`src/rtl/fifo_fwft_param_if.sv`:
```
// Handshake and status bundle for fifo_fwft_param.
// The master drives requests, and the slave (the FIFO) drives data and status.
interface fifo_fwft_param_if #(
   parameter int WIDTH = 8,
   parameter int DEPTH = 8
) ();
   logic                     en;
   logic [WIDTH-1:0]         din;
   logic                     done;
   logic                     flush;
   logic                     clr_err;
   logic [WIDTH-1:0]         dout;
   logic [$clog2(DEPTH):0]   count;
   logic                     empty;
   logic                     full;
   logic                     almost_empty;
   logic                     almost_full;
   logic                     overflow;
   logic                     underflow;

   modport master (
      output en, din, done, flush, clr_err,
      input  dout, count, empty, full, almost_empty, almost_full, overflow, underflow
   );

   modport slave (
      input  en, din, done, flush, clr_err,
      output dout, count, empty, full, almost_empty, almost_full, overflow, underflow
   );
endinterface

```
`src/rtl/fifo_fwft_param.sv`:
```
// First-word-fall-through synchronous FIFO with occupancy flags and sticky error flags.
// Memory is never cleared; the pointers and the count alone define which entries are valid.
module fifo_fwft_param #(
   parameter int WIDTH     = 8,
   parameter int DEPTH     = 8,
   parameter int AFULL_TH  = DEPTH - 2,
   parameter int AEMPTY_TH = 1
) (
   input logic              clk,
   input logic              rst_n,
   fifo_fwft_param_if.slave bus
);
   localparam int AW = $clog2(DEPTH);
   localparam int CW = AW + 1;
   localparam logic [CW-1:0] DEPTH_C  = CW'(DEPTH);
   localparam logic [CW-1:0] AFULL_C  = CW'(AFULL_TH);
   localparam logic [CW-1:0] AEMPTY_C = CW'(AEMPTY_TH);
   localparam logic [CW-1:0] CNT_ONE  = {{(CW-1){1'b0}}, 1'b1};
   localparam logic [AW-1:0] PTR_ONE  = {{(AW-1){1'b0}}, 1'b1};

   logic [WIDTH-1:0] mem_r [DEPTH];
   logic [AW-1:0]    wptr_r;
   logic [AW-1:0]    rptr_r;
   logic [CW-1:0]    count_r;
   logic             overflow_r;
   logic             underflow_r;
   logic             empty_s;
   logic             full_s;
   logic             do_read_s;
   logic             do_write_s;
   logic             mem_we_s;
   logic             ovf_set_s;
   logic             udf_set_s;

   // A full FIFO still accepts a write when a read frees a slot in the same cycle.
   always_comb begin
      empty_s    = (count_r == {CW{1'b0}});
      full_s     = (count_r == DEPTH_C);
      do_read_s  = bus.done && !empty_s;
      do_write_s = bus.en && (!full_s || bus.done);
      mem_we_s   = do_write_s && !bus.flush && rst_n;
      ovf_set_s  = bus.en && full_s && !bus.done && !bus.flush;
      udf_set_s  = bus.done && empty_s && !bus.en && !bus.flush;
   end

   always_ff @(posedge clk or negedge rst_n) begin
      if (!rst_n) begin
         wptr_r  <= {AW{1'b0}};
         rptr_r  <= {AW{1'b0}};
         count_r <= {CW{1'b0}};
      end else if (bus.flush) begin
         wptr_r  <= {AW{1'b0}};
         rptr_r  <= {AW{1'b0}};
         count_r <= {CW{1'b0}};
      end else begin
         if (do_write_s) begin
            wptr_r <= wptr_r + PTR_ONE;
         end
         if (do_read_s) begin
            rptr_r <= rptr_r + PTR_ONE;
         end
         case ({do_write_s, do_read_s})
            2'b10:   count_r <= count_r + CNT_ONE;
            2'b01:   count_r <= count_r - CNT_ONE;
            default: count_r <= count_r;
         endcase
      end
   end

   // Sticky errors: a fresh error in the clearing cycle wins over clr_err.
   always_ff @(posedge clk or negedge rst_n) begin
      if (!rst_n) begin
         overflow_r  <= 1'b0;
         underflow_r <= 1'b0;
      end else begin
         overflow_r  <= ovf_set_s || (overflow_r && !bus.clr_err);
         underflow_r <= udf_set_s || (underflow_r && !bus.clr_err);
      end
   end

   always_ff @(posedge clk) begin
      if (mem_we_s) begin
         mem_r[wptr_r] <= bus.din;
      end
   end

   assign bus.dout         = empty_s ? {WIDTH{1'b0}} : mem_r[rptr_r];
   assign bus.count        = count_r;
   assign bus.empty        = empty_s;
   assign bus.full         = full_s;
   assign bus.almost_empty = (count_r <= AEMPTY_C);
   assign bus.almost_full  = (count_r >= AFULL_C);
   assign bus.overflow     = overflow_r;
   assign bus.underflow    = underflow_r;
endmodule
```
`src/flat_wrapper.sv`:
```
// flat-port wrapper written by rule: the top's interface ports become plain ports
module fifo_fwft_param_flat 
#(
   parameter int WIDTH     = 8,
   parameter int DEPTH     = 8,
   parameter int AFULL_TH  = DEPTH - 2,
   parameter int AEMPTY_TH = 1
)
  (clk, rst_n, bus_en, bus_din, bus_done, bus_flush, bus_clr_err, bus_dout, bus_count, bus_empty, bus_full, bus_almost_empty, bus_almost_full, bus_overflow, bus_underflow);
  fifo_fwft_param_if #(.WIDTH(WIDTH), .DEPTH(DEPTH)) bus_i ();
  input logic clk;
  input logic rst_n;
  input wire logic [$bits(bus_i.en)-1:0] bus_en;
  input wire logic [$bits(bus_i.din)-1:0] bus_din;
  input wire logic [$bits(bus_i.done)-1:0] bus_done;
  input wire logic [$bits(bus_i.flush)-1:0] bus_flush;
  input wire logic [$bits(bus_i.clr_err)-1:0] bus_clr_err;
  output wire logic [$bits(bus_i.dout)-1:0] bus_dout;
  output wire logic [$bits(bus_i.count)-1:0] bus_count;
  output wire logic [$bits(bus_i.empty)-1:0] bus_empty;
  output wire logic [$bits(bus_i.full)-1:0] bus_full;
  output wire logic [$bits(bus_i.almost_empty)-1:0] bus_almost_empty;
  output wire logic [$bits(bus_i.almost_full)-1:0] bus_almost_full;
  output wire logic [$bits(bus_i.overflow)-1:0] bus_overflow;
  output wire logic [$bits(bus_i.underflow)-1:0] bus_underflow;
  assign bus_i.en = bus_en;
  assign bus_i.din = bus_din;
  assign bus_i.done = bus_done;
  assign bus_i.flush = bus_flush;
  assign bus_i.clr_err = bus_clr_err;
  assign bus_dout = bus_i.dout;
  assign bus_count = bus_i.count;
  assign bus_empty = bus_i.empty;
  assign bus_full = bus_i.full;
  assign bus_almost_empty = bus_i.almost_empty;
  assign bus_almost_full = bus_i.almost_full;
  assign bus_overflow = bus_i.overflow;
  assign bus_underflow = bus_i.underflow;
  fifo_fwft_param #(.WIDTH(WIDTH), .DEPTH(DEPTH), .AFULL_TH(AFULL_TH), .AEMPTY_TH(AEMPTY_TH)) u_core (.clk(clk), .rst_n(rst_n), .bus(bus_i));
endmodule
```
`config.mk`:
```
export PLATFORM = sky130hd
export DESIGN_NAME = fifo_fwft_param_flat
export DESIGN_NICKNAME = d
export VERILOG_FILES = /design/src/rtl/fifo_fwft_param_if.sv /design/src/rtl/fifo_fwft_param.sv /design/src/flat_wrapper.sv
export SDC_FILE = /design/constraint.sdc
export NUM_CORES = 1
export LEC_CHECK = 0
export CAP_MARGIN = 20
export CORE_ASPECT_RATIO = 0.7
export CORE_MARGIN = 10
export CORE_UTILIZATION = 29
export CTS_CLUSTER_SIZE = 40
export DETAILED_ROUTE_END_ITERATION = 10
export GPL_TIMING_DRIVEN = 0
export PLACE_DENSITY = 0.56
export SLEW_MARGIN = 20
export SYNTH_ARGS = -nofsm -noshare
export SYNTH_HDL_FRONTEND = slang
export SYNTH_SLANG_ARGS = --single-unit
```
`constraint.sdc`:
```
create_clock -name clk -period 3.3 [get_ports clk]
set_input_delay 0.66 -clock clk [delete_from_list [all_inputs] [get_ports clk]]
set_output_delay 0.66 -clock clk [all_outputs]
set_load 0.01 [all_outputs]
```
==> results.py <==
metrics = {
    "synth": {
        "synth.most_common_cell": "edfxtp_1",
        "synth_top_family_by_area": "multiplexers",
        "ys_ff_latch": 76,
        "synth_compound_gate_area_share_pct": 2.88,
        "netlist_top_cells_count": "edfxtp_1, nor2_1, mux4_2",
        "synth_simple_gate_area_share_pct": 9.06,
        "synth_warnings": 0,
        "synth_ff_type": "edfxtp_1",
        "synth_area_leaders": "edfxtp_1, mux4_2, dfrtp_1, mux2i_1, ha_1",
        "syn_area_um2": 3300,
        "synthCells": 197,
        "synthMuxAreaShare_pct": 14.3,
        "seq_area_frac_synth_pct": 67.3,
        "async_reset_ff_share_pct": 15.8,
        "synth_edf_count": 64,
        "ys_types": 39,
        "synthAdderAreaFrac_pct": 2.65,
        "yosys.area.top_type": "edfxtp_1",
        "synth_xor_area_share_pct": 1.33,
        "avgSynthCellArea_um2": 16.7,
        "synth_top_area_share_pct": 58.2,
        "synth_fp_nets": 218,
    },
    "critical_path": {
        "crit_fanout": 10,
        "r2r_slack_ns": 0.47,
        "reg2reg_to": "u_core.mem_r[6][0]$_DFFE_PP_",
        "critical_path_class": "flip-flop to output port",
        "arrival_ns": 2.38,
        "critPathCapture": "bus_dout[3]",
        "startpoint_type": "flip-flop",
        "critPathLaunch": "u_core.rptr_r[1]$_DFFE_PN0P_",
        "reg2reg_from": "u_core.bus.count[1]$_DFFE_PN0P_",
        "required_ns": 2.64,
        "crit_path_end_kind": "output port",
        "r2r_cells": 6,
    },
    "power": {
        "p_sw_share_pct": 25.1,
        "p_comb_share_pct": 24.3,
        "p_leak_nw": 1.42,
        "p_int_mw": 2.25,
        "pwr-share-clk_pct": 38.8,
        "seqPwrFrac_pct": 36.9,
        "switchingPower_uw": 753,
        "vdd_drop_max_v": 0.000333,
        "power_density_nw_per_um2": 715,
    },
    "timing": {
        "period_share_pct": 92.0,
        "tightest_slew_ns": 0.949,
        "setup_tns_ns": 0,
        "fin_crit_ns": 3.04,
        "rsz0062_at_grt": "false",
        "timing.final.ws_setup_ns": 0.263,
        "slew-limit-headroom_pct": 36.5,
        "clock.fmax_ghz": 0.329,
        "maxSlewViolCount": 0,
        "finalSetupViolations": 0,
        "fin_skew_ns": 0.00633,
        "final_hold_viol_count": 0,
    },
    "global_routing": {
        "grt_max_degree": 17,
        "grt_util_all_layers_pct": 9.01,
        "antenna_found_initial": 0,
        "grt_pass1_vias": 1833,
        "grt_pass1_wl_um": 10600,
        "overflow": 0,
    },
    "run": {
        "cap_viol_max_count": 0,
    },
    "clock_network": {
        "cts.sinks": 76,
        "htree_levels": 3,
        "root_buffer": "clkbuf_16",
        "clk_pin_slew_ns": 0.06,
        "cts_hold_buf": 0,
        "cts_max_path_buffers": 2,
        "clkLatencyLatePin_ns": 0.33,
        "cts_tree": "yes",
        "cts_made_buffers": 9,
    },
    "finish": {
        "area_growth_pct": 27.1,
        "finalNetCount": 261,
        "postLayoutCoreUtil_pct": 38.0,
        "drive_gt1_share_pct": 21.6,
        "final_cells": 398,
        "antenna_cells": 0,
    },
    "drt": {
        "num_vias": 1787,
        "drt_pre_antenna_iters": 4,
        "drt_iter0_drc": 96,
        "postRouteAntennaNets": 0,
        "wl_um": 6860,
        "vias_per_cell": 4.49,
        "avgRoutedWirePerCell_um": 17.2,
        "drc": 0,
    },
    "floorplanning": {
        "start_util_pct": 29.9,
        "rows": 32,
        "die_w_um": 147,
        "die_area_um2": 16100,
        "die_h_um": 109,
        "io_pins": 32,
        "core_region_area_um2": 11100,
    },
    "placed_design": {
        "place_ws_ns": -0.0560,
        "post-dp-hpwl_um": 4670,
        "place_congestion": 0.693,
        "placed_cells": 382,
        "port_buffers": 30,
    },
    "hold_path": {
        "whs_path_depth": 2,
        "hold_path.class": "flip-flop to flip-flop",
    },
    "run_status": {
        "status": "finished clean",
    },
}
cell type report:
class / instances / area (µm²)
Multi-Input combinational cell: 106 / 1010
Buffer: 8 / 52.6
Fill cell: 1058 / 6860
Sequential cell: 76 / 2220
Inverter: 7 / 33.8
Clock buffer: 12 / 300
Timing Repair Buffer: 32 / 315
Tap cell: 153 / 191
Clock inverter: 4 / 72.6
power groups by stage:
stage                     combinational, mW  sequential [mW]  clock (mW)
after floorplan                       0.441             1.13           0
after global placement                0.740             1.12           0
after detailed placement              0.741             1.13           0
after CTS                             0.744             1.11        1.20
after global routing                  0.797             1.11        1.24
final                                 0.730             1.11        1.16
sequential cells by signal (all words and copies together), names as in the netlist:
register / count
u_core.wptr_r: 3
u_core.mem_r: 64
u_core.rptr_r: 3
u_core.bus.count: 4
u_core.bus.underflow: 1
u_core.bus.overflow: 1
worst min path at each step:
stage	start	end	slack, ns
2_1_floorplan	rst_n	u_core.bus.count[0]$_DFFE_PN0P_	0.36
3_3_place_gp	u_core.bus.underflow$_DFF_PN0_	u_core.bus.underflow$_DFF_PN0_	0.51
3_5_place_dp	u_core.bus.underflow$_DFF_PN0_	u_core.bus.underflow$_DFF_PN0_	0.51
4_1_cts	u_core.bus.underflow$_DFF_PN0_	u_core.bus.underflow$_DFF_PN0_	0.52
5_1_grt	u_core.bus.overflow$_DFF_PN0_	u_core.bus.overflow$_DFF_PN0_	0.55
6_report	u_core.bus.underflow$_DFF_PN0_	u_core.bus.underflow$_DFF_PN0_	0.51
metrics by stage:
| stage | instance area [µm²] | hold WS (ns) | total power, mW |
|---|---|---|---|
| floorplan | 3300 | 0.364 | 1.57 |
| global placement | 3790 | 0.514 | 1.86 |
| detailed placement | 3820 | 0.510 | 1.87 |
| CTS | 4190 | 0.522 | 3.05 |
| global route | 4190 | 0.546 | 3.15 |
| finish | 4190 | 0.514 | 3.00 |
worst max-delay path, cell delays in order (launching register included):
cell and delay (ns):
dfrtp_1 0.36, clkbuf_2 0.28, buf_2 0.35, mux4_2 0.35, mux2i_1 0.15, nor2_1 0.08, clkdlybuf4s50_1 0.48
routing by layer:
layer	vias up	GRT usage, %	wire length (µm)
met1	895	11.3	3210
met2	38	13.6	3280
li1	849	-	-
met5	-	0	0
met4	0	4.80	90
met3	5	3.06	278
timing repair:
| action | in CTS | in global routing |
|---|---|---|
| buffers inserted | 0 | 0 |
| endpoints found under the hold margin | 0 | 0 |
| cloned | 0 | 0 |
| endpoints found under the setup margin | 2 | 1 |
| gates resized for setup | 1 | 1 |
kinds of logic (layout without fill, tap and decap cells):
family	after synthesis	in the layout
AO/OA/AOI/OAI	11	11
buffers and inverters	15	63
adder cells (fa/ha/maj)	7	7
XOR/XNOR	5	5
flip-flops	76	76
AND/OR/NAND/NOR	56	56
multiplexers	27	27
cell usage in the layout, fill, tap and decap left out, types with 3 or more instances in the layout:
cell,count
nor3_2,4
inv_1,6
nand2_1,9
dfrtp_1,12
clkbuf_16,12
mux4_2,16
nand3_1,5
ha_1,7
or3_1,3
mux2i_1,11
nor2_1,22
buf_4,3
clkdlybuf4s50_1,30
xor2_1,4
edfxtp_1,64
Power figures use the tool's default switching activity.
